$ cat config.mk
export PLATFORM = sky130hd
export DESIGN_NAME = vga_scanout
export DESIGN_NICKNAME = d
export VERILOG_FILES = /design/src/rtl/ppu_vga_pkg.sv /design/src/rtl/nes_palette_rom.sv /design/src/rtl/vga_scanout.sv
export SDC_FILE = /design/constraint.sdc
export NUM_CORES = 1
export LEC_CHECK = 0
export BUFFER_PORTS_ARGS = -buffer_cell sky130_fd_sc_hd__buf_2
export CORE_ASPECT_RATIO = 1.1
export CORE_MARGIN = 4
export CORE_UTILIZATION = 64
export CTS_CLUSTER_SIZE = 28
export DETAILED_ROUTE_END_ITERATION = 10
export GPL_ROUTABILITY_DRIVEN = 0
export PLACE_DENSITY = 0.82
export SYNTH_ARGS = -nofsm -noshare
export SYNTH_HDL_FRONTEND = slang
export SYNTH_SLANG_ARGS = --single-unit
$ cat constraint.sdc
create_clock -name clk -period 2.8 [get_ports clk]
set_input_delay 0.14 -clock clk [delete_from_list [all_inputs] [get_ports clk]]
set_output_delay 0.14 -clock clk [all_outputs]
set_load 0.005 [all_outputs]
$ cat src/rtl/ppu_vga_pkg.sv
// Timing constants and framebuffer geometry shared by the PPU and the VGA
// scanout.
package ppu_vga_pkg;

    localparam int H_ACTIVE  = 640;
    localparam int H_FP      = 16;
    localparam int H_SYNC    = 96;
    localparam int H_BP      = 48;
    localparam int H_TOTAL   = H_ACTIVE + H_FP + H_SYNC + H_BP;
    localparam int V_ACTIVE  = 480;
    localparam int V_FP      = 10;
    localparam int V_SYNC    = 2;
    localparam int V_BP      = 33;
    localparam int V_TOTAL   = V_ACTIVE + V_FP + V_SYNC + V_BP;
    localparam int X_OFFSET  = 64;

    localparam int FB_WIDTH  = 256;
    localparam int FB_HEIGHT = 240;
    localparam int FB_ADDR_W = 16;
    localparam int PIC_WIDTH = 2 * FB_WIDTH;

    typedef logic [11:0]          rgb12_t;
    typedef logic [FB_ADDR_W-1:0] fb_addr_t;

    function automatic fb_addr_t fb_addr_f(input logic [7:0] row, input logic [7:0] col);
        return {row, col};
    endfunction

endpackage

$ cat src/rtl/nes_palette_rom.sv
// 2C02 palette: 6-bit palette index to 12-bit RGB (4 bits per channel).
module nes_palette_rom
    import ppu_vga_pkg::*;
(
    input  logic [5:0] idx_i,
    output rgb12_t     rgb_o
);

    // Palette lookup table
    always_comb begin
        case (idx_i)
            6'h00: rgb_o = 12'h555;  6'h01: rgb_o = 12'h017;  6'h02: rgb_o = 12'h019;  6'h03: rgb_o = 12'h308;
            6'h04: rgb_o = 12'h406;  6'h05: rgb_o = 12'h503;  6'h06: rgb_o = 12'h500;  6'h07: rgb_o = 12'h310;
            6'h08: rgb_o = 12'h220;  6'h09: rgb_o = 12'h030;  6'h0A: rgb_o = 12'h040;  6'h0B: rgb_o = 12'h030;
            6'h0C: rgb_o = 12'h033;
            6'h10: rgb_o = 12'h999;  6'h11: rgb_o = 12'h04C;  6'h12: rgb_o = 12'h33E;  6'h13: rgb_o = 12'h51E;
            6'h14: rgb_o = 12'h81B;  6'h15: rgb_o = 12'hA16;  6'h16: rgb_o = 12'h922;  6'h17: rgb_o = 12'h730;
            6'h18: rgb_o = 12'h550;  6'h19: rgb_o = 12'h270;  6'h1A: rgb_o = 12'h070;  6'h1B: rgb_o = 12'h072;
            6'h1C: rgb_o = 12'h067;
            6'h20: rgb_o = 12'hFFF;  6'h21: rgb_o = 12'h49E;  6'h22: rgb_o = 12'h77E;  6'h23: rgb_o = 12'hB6E;
            6'h24: rgb_o = 12'hE5E;  6'h25: rgb_o = 12'hE5B;  6'h26: rgb_o = 12'hE66;  6'h27: rgb_o = 12'hD82;
            6'h28: rgb_o = 12'hAA0;  6'h29: rgb_o = 12'h7C0;  6'h2A: rgb_o = 12'h4D2;  6'h2B: rgb_o = 12'h3C6;
            6'h2C: rgb_o = 12'h3BC;  6'h2D: rgb_o = 12'h333;
            6'h30: rgb_o = 12'hFFF;  6'h31: rgb_o = 12'hACE;  6'h32: rgb_o = 12'hBBE;  6'h33: rgb_o = 12'hDBE;
            6'h34: rgb_o = 12'hEAE;  6'h35: rgb_o = 12'hEAD;  6'h36: rgb_o = 12'hEBB;  6'h37: rgb_o = 12'hEC9;
            6'h38: rgb_o = 12'hCD7;  6'h39: rgb_o = 12'hBD7;  6'h3A: rgb_o = 12'hAE9;  6'h3B: rgb_o = 12'h9EB;
            6'h3C: rgb_o = 12'hADE;  6'h3D: rgb_o = 12'hAAA;
            default: rgb_o = 12'h000;
        endcase
    end

endmodule

$ cat src/rtl/vga_scanout.sv
// 640x480@60 VGA scanout of the 256x240 NES framebuffer: pixel-doubled,
// centred, two-tick pipeline from counters to pins, vga_done handshake.
module vga_scanout
    import ppu_vga_pkg::*;
#(
    parameter int CLK_DIV     = 2,
    parameter int P_H_ACTIVE  = H_ACTIVE,
    parameter int P_H_FP      = H_FP,
    parameter int P_H_SYNC    = H_SYNC,
    parameter int P_H_BP      = H_BP,
    parameter int P_V_ACTIVE  = V_ACTIVE,
    parameter int P_V_FP      = V_FP,
    parameter int P_V_SYNC    = V_SYNC,
    parameter int P_V_BP      = V_BP,
    parameter int P_X_OFFSET  = X_OFFSET
) (
    input  logic        clk,
    input  logic        rst,
    output logic [15:0] fb_addr,
    input  logic [7:0]  fb_data_in,
    output logic        vga_done,
    output logic        vga_hsync,
    output logic        vga_vsync,
    output logic [3:0]  vga_r,
    output logic [3:0]  vga_g,
    output logic [3:0]  vga_b,
    output logic        vga_blank,
    output logic        frame_start
);

    localparam int DW = (CLK_DIV > 2) ? $clog2(CLK_DIV) : 1;
    localparam logic [DW-1:0] DIV_MAX  = DW'(CLK_DIV - 1);
    localparam logic [9:0]    H_LAST   = 10'(P_H_ACTIVE + P_H_FP + P_H_SYNC + P_H_BP - 1);
    localparam logic [9:0]    V_LAST   = 10'(P_V_ACTIVE + P_V_FP + P_V_SYNC + P_V_BP - 1);
    localparam logic [9:0]    H_ACT_L  = 10'(P_H_ACTIVE);
    localparam logic [9:0]    V_ACT_L  = 10'(P_V_ACTIVE);
    localparam logic [9:0]    V_LASTVIS = 10'(P_V_ACTIVE - 1);
    localparam logic [9:0]    HS_START = 10'(P_H_ACTIVE + P_H_FP);
    localparam logic [9:0]    HS_END   = 10'(P_H_ACTIVE + P_H_FP + P_H_SYNC);
    localparam logic [9:0]    VS_START = 10'(P_V_ACTIVE + P_V_FP);
    localparam logic [9:0]    VS_END   = 10'(P_V_ACTIVE + P_V_FP + P_V_SYNC);
    localparam logic [9:0]    X_OFF_L  = 10'(P_X_OFFSET);
    localparam logic [9:0]    X_END_L  = 10'(P_X_OFFSET + PIC_WIDTH);

    logic [DW-1:0] div_q, div_d;
    logic [9:0]    h_q, h_d, v_q, v_d;
    logic [15:0]   fb_addr_q, fb_addr_d;
    logic          pic_d1_q, pic_d1_d, vis_d1_q, vis_d1_d;
    logic          hs_d1_q, hs_d1_d, vs_d1_q, vs_d1_d;
    rgb12_t        rgb_q, rgb_d;
    logic          blank_q, blank_d, hsync_q, hsync_d, vsync_q, vsync_d;
    logic          done_q, done_d, frame_start_q, frame_start_d;

    logic          tick_s, h_wrap_s, v_wrap_s, vis_s, pic_s;
    logic [9:0]    hx_s;
    rgb12_t        pal_rgb_s;
    logic          unused_bits_s;

    nes_palette_rom u_pal (
        .idx_i (fb_data_in[5:0]),
        .rgb_o (pal_rgb_s)
    );

    assign tick_s        = (div_q == DIV_MAX);
    assign h_wrap_s      = (h_q == H_LAST);
    assign v_wrap_s      = (v_q == V_LAST);
    assign vis_s         = (h_q < H_ACT_L) && (v_q < V_ACT_L);
    assign pic_s         = vis_s && (h_q >= X_OFF_L) && (h_q < X_END_L);
    assign hx_s          = h_q - X_OFF_L;
    assign unused_bits_s = &{1'b0, fb_data_in[7:6], hx_s[9], hx_s[0]};

    // Next-state: divider, raster counters, both pipeline stages, handshake
    always_comb begin
        div_d         = tick_s ? {DW{1'b0}} : div_q + {{(DW-1){1'b0}}, 1'b1};
        h_d           = h_q;
        v_d           = v_q;
        fb_addr_d     = fb_addr_q;
        pic_d1_d      = pic_d1_q;
        vis_d1_d      = vis_d1_q;
        hs_d1_d       = hs_d1_q;
        vs_d1_d       = vs_d1_q;
        rgb_d         = rgb_q;
        blank_d       = blank_q;
        hsync_d       = hsync_q;
        vsync_d       = vsync_q;
        done_d        = done_q;
        frame_start_d = 1'b0;
        if (tick_s) begin
            h_d = h_wrap_s ? 10'd0 : h_q + 10'd1;
            if (h_wrap_s) begin
                v_d = v_wrap_s ? 10'd0 : v_q + 10'd1;
            end else begin
                v_d = v_q;
            end
            // Address frozen outside the picture so the PPU side never sees a read move
            fb_addr_d     = pic_s ? fb_addr_f(v_q[8:1], hx_s[8:1]) : fb_addr_q;
            pic_d1_d      = pic_s;
            vis_d1_d      = vis_s;
            hs_d1_d       = ~((h_q >= HS_START) && (h_q < HS_END));
            vs_d1_d       = ~((v_q >= VS_START) && (v_q < VS_END));
            rgb_d         = pic_d1_q ? pal_rgb_s : 12'h000;
            blank_d       = ~vis_d1_q;
            hsync_d       = hs_d1_q;
            vsync_d       = vs_d1_q;
            frame_start_d = (h_q == 10'd0) && (v_q == 10'd0);
            if (h_wrap_s && (v_q == V_LASTVIS)) begin
                done_d = 1'b1;
            end else if (h_wrap_s && v_wrap_s) begin
                done_d = 1'b0;
            end else begin
                done_d = done_q;
            end
        end else begin
            frame_start_d = 1'b0;
        end
    end

    // State registers with synchronous reset
    always_ff @(posedge clk) begin
        if (rst) begin
            div_q         <= {DW{1'b0}};
            h_q           <= 10'd0;
            v_q           <= 10'd0;
            fb_addr_q     <= 16'h0000;
            pic_d1_q      <= 1'b0;
            vis_d1_q      <= 1'b0;
            hs_d1_q       <= 1'b1;
            vs_d1_q       <= 1'b1;
            rgb_q         <= 12'h000;
            blank_q       <= 1'b1;
            hsync_q       <= 1'b1;
            vsync_q       <= 1'b1;
            done_q        <= 1'b0;
            frame_start_q <= 1'b0;
        end else begin
            div_q         <= div_d;
            h_q           <= h_d;
            v_q           <= v_d;
            fb_addr_q     <= fb_addr_d;
            pic_d1_q      <= pic_d1_d;
            vis_d1_q      <= vis_d1_d;
            hs_d1_q       <= hs_d1_d;
            vs_d1_q       <= vs_d1_d;
            rgb_q         <= rgb_d;
            blank_q       <= blank_d;
            hsync_q       <= hsync_d;
            vsync_q       <= vsync_d;
            done_q        <= done_d;
            frame_start_q <= frame_start_d;
        end
    end

    assign fb_addr     = fb_addr_q;
    assign vga_done    = done_q;
    assign vga_hsync   = hsync_q;
    assign vga_vsync   = vsync_q;
    assign vga_r       = rgb_q[11:8];
    assign vga_g       = rgb_q[7:4];
    assign vga_b       = rgb_q[3:0];
    assign vga_blank   = blank_q;
    assign frame_start = frame_start_q;

endmodule

==> results_dict.tcl, run 1 <==
set metrics [dict create \
    dr.first_iter.drc_count 278 \
    finalWorstPathRequiredPeriod_ns 2.26 \
    clock-sinks 58 \
    p_per_area_mw_per_mm2 440 \
    finalSetupViolations 0 \
    area_growth_syn_to_layout_pct 9.76 \
    hold_violations 0 \
    yosysUniqueCellTypes 68 \
    synth_edf_count 0 \
    synth_seq_cells 58 \
    tightest_slew_ns 0.687 \
    grt_pass1_wl_um 14300 \
    root_buffer "clkbuf_8" \
    fin_skew_ns 0.0112 \
    routed_via_density 6.17 \
    fin_setup_tns_ns 0 \
    start_util_pct 65.6 \
    grt_usage_pct 25.3 \
    cts_buffer_depth 2 \
    drc 0 \
    hold_class "in -> reg" \
    dp_hpwl_um 6110 \
    ys_warn_count 0 \
    ir_drop_mv 0.319 \
    synth_area_mm2 0.00378 \
    required_ns 3.06 \
    grt_max_degree 49 \
    drt-pass1-iter-count 5 \
    postRouteAntennaNets 0 \
    path_cells "inv_1 > ha_1 > and4b_1 > nand4_1 > or4_1 > a21oi_1" \
    pin_count 43 \
    fin_nets 500 \
    insertion_delay_ns 0.34 \
    cts-htree-levels 3 \
    fmaxAchievable_mhz 443 \
    slew_violations 0 \
    synth.avg_cell_area_um2 8.39 \
    vias 3418 \
    die_h_um 88.6 \
    min_path_cells 3 \
    cap_violations 0 \
    gr-total-overflow 0 \
    synthCells 451 \
    synth-async-reset-ratio_pct 0 \
    die-area_mm2 0.00721 \
    die-width_um 81.3 \
    nFillCells 469 \
    cts_tree "done" \
    crit_path_start_kind "flop" \
    crit_path_end_kind "flop" \
    antenna_cells 0 \
    timing.final.crit_share_pct 80.6 \
    crit_path_top_delay_cell "or4_1" \
    postCtsSetupBuffers 0 \
    crit_fanout 11 \
    synth_ff_type "dfxtp_1" \
    wl_per_cell_um 15.9 \
    final_cells 554 \
    first_global_vias 2992 \
    ctsResizeCount 0 \
    critPathArrivalTime_ns 2.52 \
    antenna_found_initial 0 \
    place_inst 538 \
    std_cell_rows 29 \
    critical_path.max_stage_delay_ns 0.59 \
    portBuffers 40 \
    syn_nets 479 \
    power.leakage_nw 1.62 \
    seq_area_frac_synth_pct 30.7 \
    status "complete, no violations" \
    worst-r2r-cell-count 6 \
    wl_um 8830 \
    cts_hold_buf 0 \
    crit_type "reg -> reg" \
    register_area_mm2 0.00116 \
    cts-buffers-inserted 9 \
    timing.slew.headroom_pct 54.2 \
    drive_gt1_share_pct 16.1 \
    core-area_mm2 0.00577 \
    rsz0062_at_grt "no" \
    multiInputGateArea_mm2 0.00239 \
    clk_pin_slew_ns 0.07 \
    finalPower_mw 1.82 \
]
cell usage after synthesis, types with 4 or more instances:
| cell type | number | share of area (%) |
|---|---|---|
| dfxtp_1 | 58 | 31 |
| o21a_1 | 5 | 0.99 |
| clkbuf_1 | 18 | 1.8 |
| a211o_1 | 5 | 1.2 |
| mux2i_1 | 18 | 4.8 |
| a211oi_1 | 6 | 1.2 |
| nand3_1 | 10 | 1.3 |
| nor2b_1 | 9 | 1.5 |
| ha_1 | 18 | 6.0 |
| nand2b_1 | 46 | 7.6 |
| nor3_1 | 4 | 0.53 |
| buf_1 | 4 | 0.40 |
| nand4_1 | 9 | 1.5 |
| inv_1 | 16 | 1.6 |
| nand2_1 | 25 | 2.5 |
| a21oi_1 | 23 | 3.0 |
| xnor2_1 | 5 | 1.2 |
| o31ai_1 | 10 | 2.0 |
| a21o_1 | 4 | 0.79 |
| mux2_2 | 6 | 1.8 |
| o211ai_1 | 4 | 0.79 |
| and3_1 | 6 | 0.99 |
| o21ai_0 | 19 | 2.5 |
| xor2_1 | 8 | 1.9 |
| nor2_1 | 31 | 3.1 |
| nand3b_1 | 5 | 0.99 |
| buf_2 | 9 | 1.2 |
| or4_1 | 7 | 1.4 |
per-layer routing:
layer | track usage (%) | vias up | wire length (um)
met5 | 0 | - | 0
met4 | 8.45 | 0 | 165
met3 | 4.89 | 17 | 525
met2 | 42.3 | 113 | 4300
met1 | 32.6 | 1621 | 3830
li1 | - | 1667 | -
cell type report:
| type | instances | area share [%] |
|---|---|---|
| multi-input cells | 339 | 57.5 |
| flip-flops and latches | 58 | 28.0 |
| repair buffers | 46 | 5.91 |
| clock buffers | 11 | 3.41 |
| well taps | 77 | 2.32 |
| inverters | 18 | 1.63 |
| clock inverters | 5 | 1.30 |
power breakdown:
part / total (mW) / internal, mW / switching [mW]
sequential: 0.839 / 0.832 / 0.00665
combinational: 0.224 / 0.0890 / 0.135
clock: 0.762 / 0.432 / 0.330
total: 1.82 / 1.35 / 0.471
critical path: cells and delay by family, from the launching register on:
| kind | cells | cell delay, ns |
|---|---|---|
| adder cells (fa/ha/maj) | 1 | 0.21 |
| buffers and inverters | 1 | 0.14 |
| flip-flops | 1 | 0.35 |
| AND/OR/NAND/NOR | 3 | 1.33 |
| AO/OA/AOI/OAI | 1 | 0.15 |
cell usage in the layout, fill, tap and decap left out, types with 4 or more instances in the layout:
cell      count
a211o_1       5
a211oi_1      6
a21o_1        4
a21oi_1      23
and3_1        6
buf_2        40
buf_4         6
clkbuf_8     10
dfxtp_1      58
ha_1         18
inv_1        16
mux2_2        6
mux2i_1      18
nand2_1      25
nand2b_1     46
nand3_1      10
nand3b_1      5
nand4_1       9
nor2_1       31
nor2b_1       9
nor3_1        4
o211ai_1      4
o21a_1        5
o21ai_0      19
o31ai_1      10
or4_1         7
xnor2_1       5
xor2_1        8
worst paths after layout:
path | from | endpoint | slack [ns]
worst max-delay path | h_q[7] | vga_done | 0.54
worst min-delay path | fb_data_in[4] | rgb_q[7] | 0.31
worst min register to register | rgb_q[10] | rgb_q[10] | 0.45
worst max register to register | h_q[7] | vga_done | 0.54
flip-flops by register name (all words and copies together) (netlist names):
signal,flops
vs_d1_q,1
vga_blank,1
v_q,10
div_q,1
frame_start,1
hs_d1_q,1
rgb_q,12
h_q,10
vga_vsync,1
fb_addr,16
pic_d1_q,1
vga_done,1
vga_hsync,1
vis_d1_q,1
metrics by stage:
| step | utilization [%] | hold slack [ns] | worst slack, ns | area, um2 |
|---|---|---|---|---|
| 2_1_floorplan | - | 0.365 | 0.910 | 3780 |
| 3_3_place_gp | 68.6 | 0.432 | 0.594 | 3960 |
| 3_5_place_dp | 68.6 | 0.439 | 0.565 | 3960 |
| 4_1_cts | 72.0 | 0.290 | 0.544 | 4150 |
| 5_1_grt | 72.0 | 0.330 | 0.404 | 4150 |
| 6_report | 72.0 | 0.312 | 0.543 | 4150 |
logic make-up (layout without fill, tap and decap cells):
logic type | count (synthesis) | count (layout) | synth area share, %
buffers and inverters | 54 | 80 | 6.22
xor gates and xnor gates | 13 | 13 | 3.01
DFF | 58 | 58 | 30.7
adders and majority gates | 18 | 18 | 5.95
muxes | 26 | 26 | 7.74
AOI/OAI and AO/OA | 110 | 110 | 20.6
and+or+nand+nor | 172 | 172 | 25.7
No activity file was read; power rests on OpenSTA's default activity.
==> run 2: changes to the inputs <==
--- a/config.mk
+++ b/config.mk
@@ -8,11 +8,11 @@
 export BUFFER_PORTS_ARGS = -buffer_cell sky130_fd_sc_hd__buf_2
 export CORE_ASPECT_RATIO = 1.1
 export CORE_MARGIN = 4
-export CORE_UTILIZATION = 64
+export CORE_UTILIZATION = 53
 export CTS_CLUSTER_SIZE = 28
 export DETAILED_ROUTE_END_ITERATION = 10
 export GPL_ROUTABILITY_DRIVEN = 0
-export PLACE_DENSITY = 0.82
+export PLACE_DENSITY = 0.72
 export SYNTH_ARGS = -nofsm -noshare
 export SYNTH_HDL_FRONTEND = slang
 export SYNTH_SLANG_ARGS = --single-unit
==> constraint.sdc (replaced) <==
create_clock -name clk -period 1.85 [get_ports clk]
set_input_delay 0.0925 -clock clk [delete_from_list [all_inputs] [get_ports clk]]
set_output_delay 0.0925 -clock clk [all_outputs]
set_load 0.005 [all_outputs]
==> results_dict.tcl, run 2 (synthesis results as in run 1) <==
set metrics [dict create \
    dr.first_iter.drc_count 151 \
    fin_util_pct 66.2 \
    cap_violations 0 \
    die-area_mm2 0.00855 \
    slew_violations 0 \
    worst-r2r-cell-count 5 \
    power.leakage_nw 1.87 \
    die-width_um 88.5 \
    fin_skew_ns 0.0115 \
    tightest_slew_ns 0.465 \
    min_path_cells 2 \
    timing.rr.start "h_q[9]" \
    finalSetupViolations 0 \
    std_cell_rows 32 \
    reg2reg_to "v_q[6]" \
    p_per_area_mw_per_mm2 618 \
    drive_gt1_share_pct 26.7 \
    fin_nets 551 \
    crit_path_end_kind "flop" \
    clk_pin_slew_ns 0.07 \
    gr-total-overflow 0 \
    status "complete, no violations" \
    hold_violations 0 \
    postRouteAntennaNets 0 \
    dpl_cell_area_mm2 0.00431 \
    cts-buffers-inserted 9 \
    crit_type "reg -> reg" \
    insertion_delay_ns 0.33 \
    largest_reg_flops 16 \
    cts_tree "done" \
    crit_path_start_kind "flop" \
    finalWorstPathRequiredPeriod_ns 1.79 \
    routed_via_density 5.88 \
    cts_buffer_depth 2 \
    vias 3603 \
    drt-pass1-iter-count 4 \
    drc 0 \
    min_to "v_q[1]" \
    ir_drop_mv 0.556 \
    critical_path.max_stage_delay_ns 0.51 \
    grt_max_degree 32 \
    path_cells "and4_4 > nand4_1 > buf_6 > or4_4 > a21oi_2" \
    first_global_vias 3363 \
    crit_fanout 8 \
    dp_hpwl_um 7010 \
    timing.final.crit_share_pct 96.5 \
    crit_family "simple AND/OR/NAND/NOR gates" \
    antenna_cells 0 \
    die_h_um 96.6 \
    hold_class "in -> reg" \
    grt_pass1_wl_um 16000 \
    antenna_found_initial 0 \
    cp.buffers_inverters 1 \
    finalPower_mw 2.85 \
    core-area_mm2 0.00697 \
    min_from "rst" \
    area_growth_syn_to_layout_pct 21.9 \
    required_ns 2.11 \
    place_inst 592 \
    cts_hold_buf 0 \
    clock-sinks 58 \
    fin_area_mm2 0.00461 \
    register_area_mm2 0.00116 \
    mostFrequentLayoutCell "dfxtp_1" \
    portBuffers 40 \
    wl_um 9690 \
    crit_path_top_delay_cell "dfxtp_1" \
    pin_count 43 \
    critPathArrivalTime_ns 2.04 \
    root_buffer "clkbuf_8" \
    wl_per_cell_um 15.8 \
    worst-r2r-setup-slack_ns 0.06 \
    cts-htree-levels 3 \
    nFillCells 601 \
    final_cells 613 \
    grt_usage_pct 23.3 \
    timing.slew.headroom_pct 68.7 \
    multiInputGateArea_mm2 0.00243 \
    most-common-layout-cells "dfxtp_1, buf_4, nand2b_1" \
    fmaxAchievable_mhz 560 \
    start_util_pct 54.3 \
]
-- run 2: cell count changes in the layout (fill, tap and decap cells not counted), sizes merged --
cell / previous run / this run
buf: 46 / 97
clkinvlp: 0 / 3
clkinv: 6 / 4
clkbuf: 11 / 10
-- run 2: cell type report --
class	count	area share [%]
timing repair buffer	97	13.9
clock buffer	10	2.99
clock inverter	6	1.44
multi-input combinational	339	52.7
inverter	18	1.47
tap	85	2.31
sequential	58	25.3
-- run 2: worst max-delay path by stage --
| stage | depth (start not counted) | slack (ns) | end | start |
|---|---|---|---|---|
| after floorplan | 7 | 0.008 | rgb_q[4] | fb_data_in[1] |
| after global placement | 8 | 0.06 | fb_addr[4] | h_q[6] |
| after detailed placement | 8 | -0.03 | fb_addr[15] | h_q[6] |
| after CTS | 7 | -0.005 | fb_addr[6] | h_q[6] |
| after global routing | 7 | -0.002 | v_q[6] | h_q[7] |
| final | 5 | 0.06 | v_q[6] | h_q[9] |
-- run 2: metrics by stage --
| stage | worst slack (ns) | TNS, ns | hold WS, ns |
|---|---|---|---|
| floorplan | 0.00762 | 0 | 0.318 |
| global placement | 0.0611 | 0 | 0.432 |
| detailed placement | -0.0298 | -0.189 | 0.445 |
| CTS | -0.00468 | -0.00468 | 0.129 |
| global route | -0.00236 | -0.00236 | 0.165 |
| finish | 0.0643 | 0 | 0.147 |
-- run 2: repair_timing --
| item | in CTS | in global routing |
|---|---|---|
| gates resized for setup | 5 | 14 |
| setup buffers | 1 | 3 |
| hold endpoints to repair | 0 | 0 |
| cloned | 1 | 0 |
| setup endpoints to repair | 11 | 20 |
| pin swaps | 1 | 6 |
-- run 2: layer usage --
layer / up-vias / wire length [um] / share of wire, % / track usage, %
met3: 23 / 498 / 5.1 / 4.60
met1: 1698 / 4360 / 45 / 31.1
met4: 0 / 264 / 2.7 / 9.65
li1: 1767 / - / - / -
met2: 115 / 4570 / 47 / 36.3
met5: - / 0 / 0 / 0
-- run 2: worst register-to-register path: cells and delay by family (launching register included) --
kind / cells / cell delay (ns)
flip-flops: 1 / 0.51
AO/OA/AOI/OAI: 1 / 0.14
buffers and inverters: 1 / 0.19
AND/OR/NAND/NOR: 3 / 0.86
-- run 2: power breakdown --
part	internal [mW]	switching (mW)
Clock	0.658	0.537
Sequential	1.26	0.00664
Combinational	0.169	0.221
==> run 3: changes to the inputs <==
--- a/config.mk
+++ b/config.mk
@@ -8,11 +8,12 @@
 export BUFFER_PORTS_ARGS = -buffer_cell sky130_fd_sc_hd__buf_2
 export CORE_ASPECT_RATIO = 1.1
 export CORE_MARGIN = 4
-export CORE_UTILIZATION = 53
+export CORE_UTILIZATION = 50
+export CTS_BUF_LIST = sky130_fd_sc_hd__clkbuf_4 sky130_fd_sc_hd__clkbuf_8 sky130_fd_sc_hd__clkbuf_16
 export CTS_CLUSTER_SIZE = 28
 export DETAILED_ROUTE_END_ITERATION = 10
 export GPL_ROUTABILITY_DRIVEN = 0
-export PLACE_DENSITY = 0.72
+export PLACE_DENSITY = 0.69
 export SYNTH_ARGS = -nofsm -noshare
 export SYNTH_HDL_FRONTEND = slang
 export SYNTH_SLANG_ARGS = --single-unit
==> results_dict.tcl, run 3 (synthesis results as in run 1) <==
set metrics [dict create \
    cts-htree-levels 3 \
    multiInputGateArea_mm2 0.00241 \
    start_util_pct 51.2 \
    first_global_vias 3410 \
    mostFrequentLayoutCell "dfxtp_1" \
    dp_hpwl_um 7220 \
    clkPwrFrac_pct 41.3 \
    clock-sinks 58 \
    core-area_mm2 0.00739 \
    power.leakage_nw 1.90 \
    fin_area_mm2 0.00461 \
    insertion_delay_ns 0.34 \
    clk_pin_slew_ns 0.06 \
    fin_skew_ns 0.00875 \
    fin_util_pct 62.4 \
    cts_hold_buf 0 \
    crit_path_top_delay_cell "or4_4" \
    crit_type "reg -> reg" \
    wl_met3_um 524 \
    wl_met2_um 4830 \
    timing.final.crit_share_pct 96.4 \
    seqPwrFrac_pct 44.8 \
    crit_family "simple AND/OR/NAND/NOR gates" \
    critPathArrivalTime_ns 2.05 \
    crit_path_end_kind "flop" \
    wl_per_cell_um 16.1 \
    power.switching_mw 0.729 \
    required_ns 2.12 \
    pin_count 43 \
    portBuffers 40 \
    cap_violations 0 \
    slew_violations 0 \
    postRouteAntennaNets 0 \
    register_area_mm2 0.00116 \
    min_from "rst" \
    std_cell_rows 33 \
    root_buffer "clkbuf_8" \
    largest_reg_flops 16 \
    status "complete, no violations" \
    gr-total-overflow 0 \
    crit_path_start_kind "flop" \
    drc 0 \
    vias 3652 \
    drt-pass1-iter-count 7 \
    antenna_cells 0 \
    dr.first_iter.drc_count 186 \
    die-area_mm2 0.00902 \
    critical_path.max_stage_delay_ns 0.48 \
    worst-path-stages 7 \
    grt_max_degree 40 \
    nFillCells 635 \
    topRoutingLayerUsed "met4" \
    fin_nets 554 \
    tightest_slew_ns 0.537 \
    finalPower_mw 2.83 \
    worst-r2r-cell-count 7 \
    drive_gt1_share_pct 26.7 \
    die-width_um 90.9 \
    grt_usage_pct 21.8 \
    path_cells "inv_2 > ha_2 > and4b_1 > nand4_1 > buf_6 > or4_4 > a21oi_2" \
    cts_buffer_depth 2 \
    ir_drop_mv 0.385 \
    hold_class "in -> reg" \
    dpl_cell_area_mm2 0.00434 \
    die_h_um 99.2 \
    wl_met1_um 4340 \
    crit_fanout 6 \
    min_path_cells 2 \
    timing.slew.headroom_pct 63.3 \
    timing.rr.start "h_q[6]" \
    hold_violations 0 \
    most-common-layout-cells "dfxtp_1, buf_4, nand2b_1" \
    cts-buffers-inserted 9 \
    finalWorstPathRequiredPeriod_ns 1.78 \
    p_int_mw 2.10 \
    grt_pass1_wl_um 16300 \
    worst-r2r-setup-slack_ns 0.07 \
    fmaxAchievable_mhz 561 \
    cp.buffers_inverters 2 \
    reg2reg_to "vga_done" \
    min_to "h_q[0]" \
    combPwrFrac_pct 13.9 \
    p_sw_share_pct 25.8 \
    routed_via_density 5.91 \
    area_growth_syn_to_layout_pct 22.0 \
    cts_tree "done" \
    p_per_area_mw_per_mm2 613 \
    wl_um 9970 \
    finalSetupViolations 0 \
    antenna_found_initial 0 \
]
## run 3: cell count changes in the layout (fill, tap and decap cells not counted), sizes merged
cell | previous run | this run
buf | 97 | 100
clkinv | 4 | 6
clkbuf | 10 | 11
clkinvlp | 3 | 0
## run 3: final cells by class
| class | instances | area share, % |
|---|---|---|
| clock buffer | 11 | 3.15 |
| timing repair buffer | 100 | 14.4 |
| multi-input combinational | 339 | 52.3 |
| sequential | 58 | 25.2 |
| inverter | 18 | 1.46 |
| tap | 87 | 2.36 |
| clock inverter | 5 | 1.17 |
## run 3: power by group through the flow
| stage | Combinational [mW] | Sequential, mW | Clock (mW) |
|---|---|---|---|
| finish | 0.393 | 1.27 | 1.17 |
| global route | 0.432 | 1.27 | 1.24 |
| CTS | 0.387 | 1.27 | 1.20 |
| detailed placement | 0.386 | 1.30 | 0 |
| global placement | 0.380 | 1.30 | 0 |
| floorplan | 0.256 | 1.29 | 0 |
## run 3: per-layer routing
metal / vias to the layer above / global-route usage (%)
li1: 1773 / -
met1: 1722 / 27.6
met2: 128 / 36.9
met3: 29 / 4.16
met4: 0 / 8.00
met5: - / 0
## run 3: worst max path at each step
| stage | startpoint | to | slack (ns) |
|---|---|---|---|
| after floorplan | fb_data_in[1] | rgb_q[4] | 0.008 |
| after global placement | h_q[6] | fb_addr[10] | 0.09 |
| after detailed placement | h_q[6] | fb_addr[11] | 0.005 |
| after CTS | h_q[6] | fb_addr[11] | 0.02 |
| after global routing | h_q[8] | vga_done | -0.01 |
| final | h_q[6] | vga_done | 0.07 |
## run 3: repair_timing
item	4_1_cts	5_1_grt
pin swaps	0	3
resized for setup	1	15
setup endpoints to repair	3	19
cloned	0	2
setup buffers	0	3
## run 3: per-stage QoR
step / hold slack (ns) / setup TNS (ns) / worst slack, ns / std cells
6_report: 0.0475 / 0 / 0.0668 / 618
5_1_grt: 0.0464 / -0.00979 / -0.00979 / 618
4_1_cts: 0.0291 / 0 / 0.0215 / 613
3_5_place_dp: 0.384 / 0 / 0.00547 / 597
3_3_place_gp: 0.390 / 0 / 0.0866 / 597
2_1_floorplan: 0.318 / 0 / 0.00762 / 451
